File: src/rtl/seq_shifter.sv
// seq_shifter: multi-cycle barrel-shift unit with valid/ready handshakes.
// Shifts an operand by a runtime amount, at most STEP bits per clock, in one of
// four modes (SLL, SRL, SRA, ROL). out_carry reports the last bit shifted out.
//
// Ports:
//   clock       rising-edge clock
//   reset       asynchronous active-low reset
//   flush       synchronous abort of any in-flight operation
//   in_valid    request valid            in_ready   unit can accept a request
//   in_data     operand                  in_shamt   shift amount (0..WIDTH-1)
//   in_mode     00 SLL, 01 SRL, 10 SRA, 11 ROL
//   out_valid   result valid             out_ready  consumer accepts result
//   out_result  shifted value            out_carry  last bit shifted/rotated out
//   busy        unit not idle
module seq_shifter #(
  parameter int unsigned WIDTH   = 32,
  parameter int unsigned STEP    = 4,
  parameter int unsigned SHAMT_W = $clog2(WIDTH)
) (
  input  logic               clock,
  input  logic               reset,
  input  logic               flush,
  input  logic               in_valid,
  output logic               in_ready,
  input  logic [WIDTH-1:0]   in_data,
  input  logic [SHAMT_W-1:0] in_shamt,
  input  logic [1:0]         in_mode,
  output logic               out_valid,
  input  logic               out_ready,
  output logic [WIDTH-1:0]   out_result,
  output logic               out_carry,
  output logic               busy
);

  // One extra bit so STEP == WIDTH is representable.
  localparam int unsigned KW = SHAMT_W + 1;
  localparam logic [KW-1:0] StepK  = KW'(STEP);
  localparam logic [KW-1:0] WidthK = KW'(WIDTH);

  localparam logic [1:0] ModeSll = 2'b00;
  localparam logic [1:0] ModeSrl = 2'b01;
  localparam logic [1:0] ModeSra = 2'b10;
  localparam logic [1:0] ModeRol = 2'b11;

  typedef enum logic [1:0] {StIdle, StShift, StDone} state_e;

  state_e             r_state_q, r_state_d;
  logic [WIDTH-1:0]   r_acc_q, r_acc_d;
  logic [SHAMT_W-1:0] r_rem_q, r_rem_d;
  logic [1:0]         r_mode_q, r_mode_d;
  logic               r_carry_q, r_carry_d;

  logic [KW-1:0]    w_rem_ext;
  logic [KW-1:0]    w_k;
  logic [KW-1:0]    w_idx_hi;
  logic [KW-1:0]    w_idx_lo;
  logic [WIDTH-1:0] w_shifted;
  logic             w_carry;

  // Per-step shift amount k = min(rem, STEP).
  assign w_rem_ext = {1'b0, r_rem_q};
  assign w_k       = (w_rem_ext < StepK) ? w_rem_ext : StepK;
  // Index of the last bit leaving at the MSB side (WIDTH-k) or LSB side (k-1).
  // Only meaningful in StShift, where k >= 1.
  assign w_idx_hi  = WidthK - w_k;
  assign w_idx_lo  = w_k - KW'(1);

  always_comb begin
    w_shifted = r_acc_q;
    w_carry   = 1'b0;
    unique case (r_mode_q)
      ModeSll: begin
        w_shifted = r_acc_q << w_k;
        w_carry   = r_acc_q[w_idx_hi[SHAMT_W-1:0]];
      end
      ModeSrl: begin
        w_shifted = r_acc_q >> w_k;
        w_carry   = r_acc_q[w_idx_lo[SHAMT_W-1:0]];
      end
      ModeSra: begin
        w_shifted = $unsigned($signed(r_acc_q) >>> w_k);
        w_carry   = r_acc_q[w_idx_lo[SHAMT_W-1:0]];
      end
      ModeRol: begin
        w_shifted = (r_acc_q << w_k) | (r_acc_q >> w_idx_hi);
        w_carry   = r_acc_q[w_idx_hi[SHAMT_W-1:0]];
      end
      default: begin
        w_shifted = r_acc_q;
        w_carry   = 1'b0;
      end
    endcase
  end

  always_comb begin
    r_state_d = r_state_q;
    r_acc_d   = r_acc_q;
    r_rem_d   = r_rem_q;
    r_mode_d  = r_mode_q;
    r_carry_d = r_carry_q;
    if (flush) begin
      // Abort wins over acceptance and progress; datapath registers are left as-is.
      r_state_d = StIdle;
    end else begin
      case (r_state_q)
        StIdle: begin
          if (in_valid) begin
            r_acc_d   = in_data;
            r_rem_d   = in_shamt;
            r_mode_d  = in_mode;
            r_carry_d = 1'b0;
            r_state_d = (in_shamt == '0) ? StDone : StShift;
          end
        end
        StShift: begin
          r_acc_d   = w_shifted;
          r_carry_d = w_carry;
          r_rem_d   = r_rem_q - w_k[SHAMT_W-1:0];
          if (w_rem_ext == w_k) begin
            r_state_d = StDone;
          end
        end
        StDone: begin
          if (out_ready) begin
            r_state_d = StIdle;
          end
        end
        default: r_state_d = StIdle;
      endcase
    end
  end

  always_ff @(posedge clock or negedge reset) begin
    if (!reset) begin
      r_state_q <= StIdle;
      r_acc_q   <= '0;
      r_rem_q   <= '0;
      r_mode_q  <= 2'b00;
      r_carry_q <= 1'b0;
    end else begin
      r_state_q <= r_state_d;
      r_acc_q   <= r_acc_d;
      r_rem_q   <= r_rem_d;
      r_mode_q  <= r_mode_d;
      r_carry_q <= r_carry_d;
    end
  end

  assign in_ready   = (r_state_q == StIdle);
  assign out_valid  = (r_state_q == StDone);
  assign busy       = (r_state_q != StIdle);
  assign out_result = r_acc_q;
  assign out_carry  = r_carry_q;

endmodule
File: config.mk
export PLATFORM = sky130hd
export DESIGN_NAME = seq_shifter
export DESIGN_NICKNAME = d
export VERILOG_FILES = /design/src/rtl/seq_shifter.sv
export SDC_FILE = /design/constraint.sdc
export NUM_CORES = 1
export LEC_CHECK = 0
export BUFFER_PORTS_ARGS = -buffer_cell sky130_fd_sc_hd__buf_4
export CORE_UTILIZATION = 25
export CTS_CLUSTER_DIAMETER = 100
export CTS_CLUSTER_SIZE = 12
export DETAILED_ROUTE_END_ITERATION = 6
export GPL_TIMING_DRIVEN = 0
export MAX_ROUTING_LAYER = met4
export SYNTH_ARGS = -nofsm -noshare
export SYNTH_HDL_FRONTEND = slang
export SYNTH_SLANG_ARGS = --single-unit
File: constraint.sdc
create_clock -name clock -period 2.9 [get_ports clock]
set_clock_uncertainty 0.1 [all_clocks]
set_input_delay 0.29 -clock clock [delete_from_list [all_inputs] [get_ports clock]]
set_output_delay 0.29 -clock clock [all_outputs]
set_load 0.05 [all_outputs]
* After elaboration in Yosys (flattened, before gate mapping) *
Index checks and enable logic that the tools add are counted.
Widths: inputs -> output; s select.

word-level totals
  flip-flop bits (word level) = 42
  bits in latches = 0
  bits in writable memories = 0
  ROM bits = 0
  output and inout bits = 36
  word-level logic and storage cells = 56
  memories = 0

cells by class
  add/sub/neg operators = 3
  multiply operators = 0
  divide/modulo/power cells = 0
  order comparisons = 3
  eq/ne operators = 10
  shifts and indexed selects = 4
  muxes and demuxes = 19
  bitwise operators = 2
  reduce and logical (&&, ||, !) cells = 10

operator list
  operator             number
  $pmux 32 s4          1
  $pmux 32 s2          1
  $mux 32              1
  $or 32x32->32        1
  $shl 32x5->32        1
  $shr 32x5->32        1
  $shr 32x6->32        1
  $sshr 32x5->32       1
  $lt 5x6->1 const B   2
  $bmux 1 s5           2
  $mux 2               5
  $mux 5               2
  $pmux 5 s2           1
  $reduce_and 3->1     3
  $eq 2x2->1 const B   3
  $ne 3x3->1 const B   2
  $pmux 2 s3           1
  $sub 6x5->6 const A  1
  $eq 5x5->1           1
  $logic_not 5->1      1
  $lt 5x3->1 const B   1
  $sub 5x1->5 const B  1
  $sub 5x5->5          1
  $eq 2x1->1 const B   2
  8 further kinds      14

* Depth between registers and ports, before layout *
  word-level depth = 7
  gate-level depth with buffers = 11
  gate-level depth less buffers = 8

* Worst setup path before layout *
OpenSTA, ideal clock, no wires.

  path kind = register to register
  start point = register r_rem_q[1]
  end point = register r_rem_q[2]
  library setup time = 0.083 ns
  arrival = 2.311 ns
  data required time = 2.717 ns
  path slack = 0.406 ns
  stages on the path, launching flop included = 11
  path buffers = 4
  period minus slack after synthesis = 2.494 ns
  cell sequence = dfrtp_1 > buf_2 > buf_1 > buf_2 > clkbuf_1 > nand2_1 > ha_1 > o21a_1 > a2111oi_0 > a21oi_1 > o21ai_0

on the way
  longest elaborated chain between the ends = 4

ends and longest elaborated chain
  item                      line  RTL
  start: declaration        49    logic [SHAMT_W-1:0] r_rem_q, r_rem_d;
  start signal: assignment  143   r_rem_q <= r_rem_d;
  $lt 5x3->1                62    assign w_k = (w_rem_ext < StepK) ? w_rem_ext : StepK;
  $mux 5                    62
  $sub 5x5->5 *             118   r_rem_d = r_rem_q - w_k[SHAMT_W-1:0];
  $pmux 5 s2 *              105   case (r_state_q)

Mark *: on every way between the ends. The rest lies on a longest branch, timed or not.
A chain may end at the register's enable or synchronous reset.

* Worst setup path in the final report *
  start point = register r_rem_q[3]
  end point = register r_acc_q[1], in the netlist out_result[1]

on the way
  longest elaborated chain between the ends = 7
  elaborated cells between the ends (all ways) = 10
  classes of those cells = 1 x add/sub; 1 x order compare; 4 x shift; 3 x mux; 1 x bitwise

ends and longest elaborated chain
  item                    line  RTL
  $lt 5x3->1              62
  $mux 5 *                62
  $sub 6x5->6             65    assign w_idx_hi = WidthK - w_k;
  $shr 32x6->32           85    w_shifted = (r_acc_q << w_k) | (r_acc_q >> w_idx_hi);
  $or 32x32->32           85
  $pmux 32 s4 *           71    unique case (r_mode_q)
  $pmux 32 s2 *           105
  end signal: assignment  142   r_acc_q <= r_acc_d;
  end: declaration        48    logic [WIDTH-1:0] r_acc_q, r_acc_d;

Marks and branches as above.

==> impl_metrics.py <==
metrics = {
    "yosys": {
        "ys_seq_area_frac": 0.229,
        "yosysWarnings": 0,
        "netlist_area_sq_mm": 0.00459,
        "edff_count_synth": 0,
        "ys.flop_type": "sky130_fd_sc_hd__dfrtp_1",
        "ys_async_sr_fraction": 1.00,
        "yosysUniqueCellTypes": 64,
        "synthesis.area_per_instance_sq_um": 7.25,
        "synth-seq-cells": 42,
        "number_of_instances_in_the_synthesized_netlist": 633,
        "postSynthNetCount": 682,
    },
    "die": {
        "core_sq_mm": 0.0180,
        "design.die.area_sq_mm": 0.0189,
        "rows": 49,
        "chipWidth_um": 138,
        "io-pin-count": 80,
        "die_height_um": 138,
        "initial_util": 0.256,
    },
    "placement": {
        "dp_hpwl_mm": 16.7,
        "place.detailed.instances": 942,
        "placed_cell_area_sq_mm": 0.00549,
        "dpl_worst_slack_ps": -639,
        "gpl.final_weighted_congestion": 0.982,
        "port-buffer-count": 79,
    },
    "power": {
        "maximum_vdd_drop_uv": 465,
        "cellLeakagePower_nw": 2.27,
        "finalPower_mw": 8.04,
        "pwr_density_cell_mw_per_mm2": 1410,
    },
    "sta": {
        "fmax_mhz": 351,
        "final_max_slew_viol_count": 0,
        "tightest_slew_ps": 1100,
        "final-setup-viol-count": 0,
        "setup-tns-final_ps": 0,
        "final.period_utilization": 0.984,
        "fin_crit_ps": 2850,
        "hold_viol_final": 0,
        "final_critical_path_setup_slack_ps": 47.3,
        "unrepaired_setup_endpoints_after_global_routing": "no",
        "worst_slew_margin_rel": 0.262,
    },
    "global_routing": {
        "groute.usage.overall": 0.257,
        "initial_antenna_violation_count": 0,
        "grt_start_max_net_pins": 43,
        "grt_first_pass_wirelength_mm": 34.8,
        "globalRoute.totalOverflow": 0,
        "via_count_of_the_first_global_routing_pass": 5684,
    },
    "worst_setup_path": {
        "number_of_buffer_and_inverter_instances_along_the_worst_setup_path": 3,
        "critical_path.most_common_cell": "sky130_fd_sc_hd__a211oi_1",
        "critPathArrivalTime_ps": 2910,
        "cp.required_ps": 2960,
        "worst_path_max_stage_delay_ps": 620,
        "slowest_stage": "sky130_fd_sc_hd__clkbuf_1",
        "path_cells": "buf_2 > nor4_2 > buf_4 > clkbuf_1 > a211oi_1 > a211oi_1 > o21ai_0",
        "critical_path.startpoint_type": "register",
        "critical_setup_path_class": "reg2reg",
        "kind_of_capture_point_of_the_worst_setup_path": "register",
        "largest_delay_share_family_worst_path": "buffers and inverters",
        "critical_path_peak_fanout": 10,
    },
    "clocking": {
        "clk_pin_slew_ps": 70,
        "postcts_setup_bufs": 0,
        "clock_tree.htree_level_count": 2,
        "clockRootBuffer": "sky130_fd_sc_hd__clkbuf_16",
        "number_of_buffers_inserted_during_clock_tree_synthesis": 5,
        "clk-insertion-delay-late_ps": 300,
        "cts_buffer_depth": 2,
        "cts.sinks": 42,
        "tritoncts": "yes",
    },
    "finish": {
        "commonest_non_fill_non_tap_cells_in_the_layout": "83 x sky130_fd_sc_hd__buf_4, 68 x sky130_fd_sc_hd__nand2_1, 67 x sky130_fd_sc_hd__o21ai_0",
        "final_nets": 769,
        "diodes": 0,
        "design_area_sq_mm": 0.00569,
        "layout-area-overhead-vs-synth_pct": 23.9,
        "layout_commonest_cell": "sky130_fd_sc_hd__buf_4",
        "number_of_cells_in_the_finished_layout_apart_from_fillers": 950,
        "drive_gt1_frac": 0.196,
    },
    "routing": {
        "drt-pass1-iter-count": 5,
        "initialDrtViolationCount": 882,
        "drc_violations_left": 0,
        "met3_length_mm": 2.88,
        "antenna_left": 0,
        "routed_wl_mm": 23.5,
        "routed-wl-met2_mm": 9.84,
        "viasPerCell": 6.24,
        "met1_length_mm": 9.67,
        "vias": 5928,
        "highest_layer": "met4",
        "drt-wirelength-per-cell_um": 24.7,
    },
    "status": {
        "status": "finished, final reports clean",
    },
    "job": {
        "maxCapViolations": 0,
    },
    "min_path": {
        "min_path_type": "in2reg",
    },
}
==> power by group <==
part | internal (mW) | switching (mW)
Clock | 0.343 | 0.260
Sequential | 0.853 | 0.450
Combinational | 1.93 | 4.20
==> worst reg2reg max path: cells and delay by family, from the launching register on <==
| kind | cells | cell delay (ps) |
|---|---|---|
| AO/OA/AOI/OAI | 3 | 660 |
| AND/OR/NAND/NOR | 1 | 490 |
| flip-flops | 1 | 380 |
| buffers and inverters | 3 | 1080 |
==> sequential cells by signal, summed over array words and instances, names as in the netlist <==
signal and flops:
out_result 32, r_rem_q 5, r_mode_q 2, r_state_q 2, out_carry 1
==> cells in the mapped netlist, drive strengths merged (4+ instances only) <==
master   n  area, sq um
mux2     5         56.3
o211ai   7         52.6
and2     5         31.3
nand2b   5         31.3
buf     25          128
a221oi  13          114
a31oi   24          150
a211o    5         43.8
or2      5         31.3
or3     16          100
clkbuf  49          184
nand2   68          255
a21oi   60          300
nand3   13         65.1
o221ai   6         52.6
dfrtp   42         1050
inv     10         37.5
a22oi    4         30.0
nor3    14         70.1
nor4     8         50.1
and3     6         37.5
nor2b    9         56.3
o22ai    5         31.3
a211oi  14          105
mux4     8          184
mux2i   26          260
ha       5         62.6
nor2    53          199
o21ai   69          345
a221o    7         70.1
==> routing by layer <==
metal | vias to the layer above | global-route usage
met3 | 91 | 0.0662
met4 | 0 | 0.131
met5 | - | -
li1 | 2554 | -
met1 | 2816 | 0.339
met2 | 467 | 0.359
==> layout make-up <==
| class | instances | area [sq um] |
|---|---|---|
| timing repair buffer | 81 | 611 |
| inverter | 11 | 41.3 |
| fill | 1987 | 12300 |
| sequential | 42 | 1050 |
| tap | 229 | 287 |
| clock inverter | 1 | 5.00 |
| multi-input combinational | 506 | 3220 |
| clock buffer | 7 | 143 |
| buffer | 73 | 333 |
==> cell families after synthesis <==
logic type | Yosys count | synth area share
flops | 42 | 0.229
simple gates | 210 | 0.219
other cells | 1 | 0.000817
compound gates | 251 | 0.352
mux | 39 | 0.109
fa+ha+maj | 5 | 0.0136
buf+inv | 85 | 0.0769
==> path summary, 6_finish.rpt <==
path | from | to | slack, ps | cells past startpoint
setup / recovery | r_rem_q[3]$_DFFE_PN0P_ | out_result[1]$_DFFE_PN0P_ | 50 | 7
hold / removal | flush | r_state_q[0]$_DFFE_PN0P_ | 90 | 2
setup reg to reg | r_rem_q[3]$_DFFE_PN0P_ | out_result[1]$_DFFE_PN0P_ | 50 | 7
hold reg to reg | out_carry$_DFFE_PN0P_ | out_carry$_DFFE_PN0P_ | 510 | 2
max in group asynchronous | reset | r_state_q[1]$_DFFE_PN0P_ | 1860 | 2
min in group asynchronous | reset | out_result[19]$_DFFE_PN0P_ | 440 | 2
==> through the flow <==
step                      hold WS (ps)   util
after CTS                         82.3  0.315
final                             86.4  0.317
after global routing              86.2  0.317
after detailed placement           237  0.306
after global placement             234  0.305
after floorplan                   -106      -
==> what timing repair did <==
item                       CTS  global route
hold endpoints to repair    42             0
hold buffers                 1             0
gates resized for setup     13            12
setup endpoints to repair   19            15
Note: power is estimated with default switching activity, not from simulation.
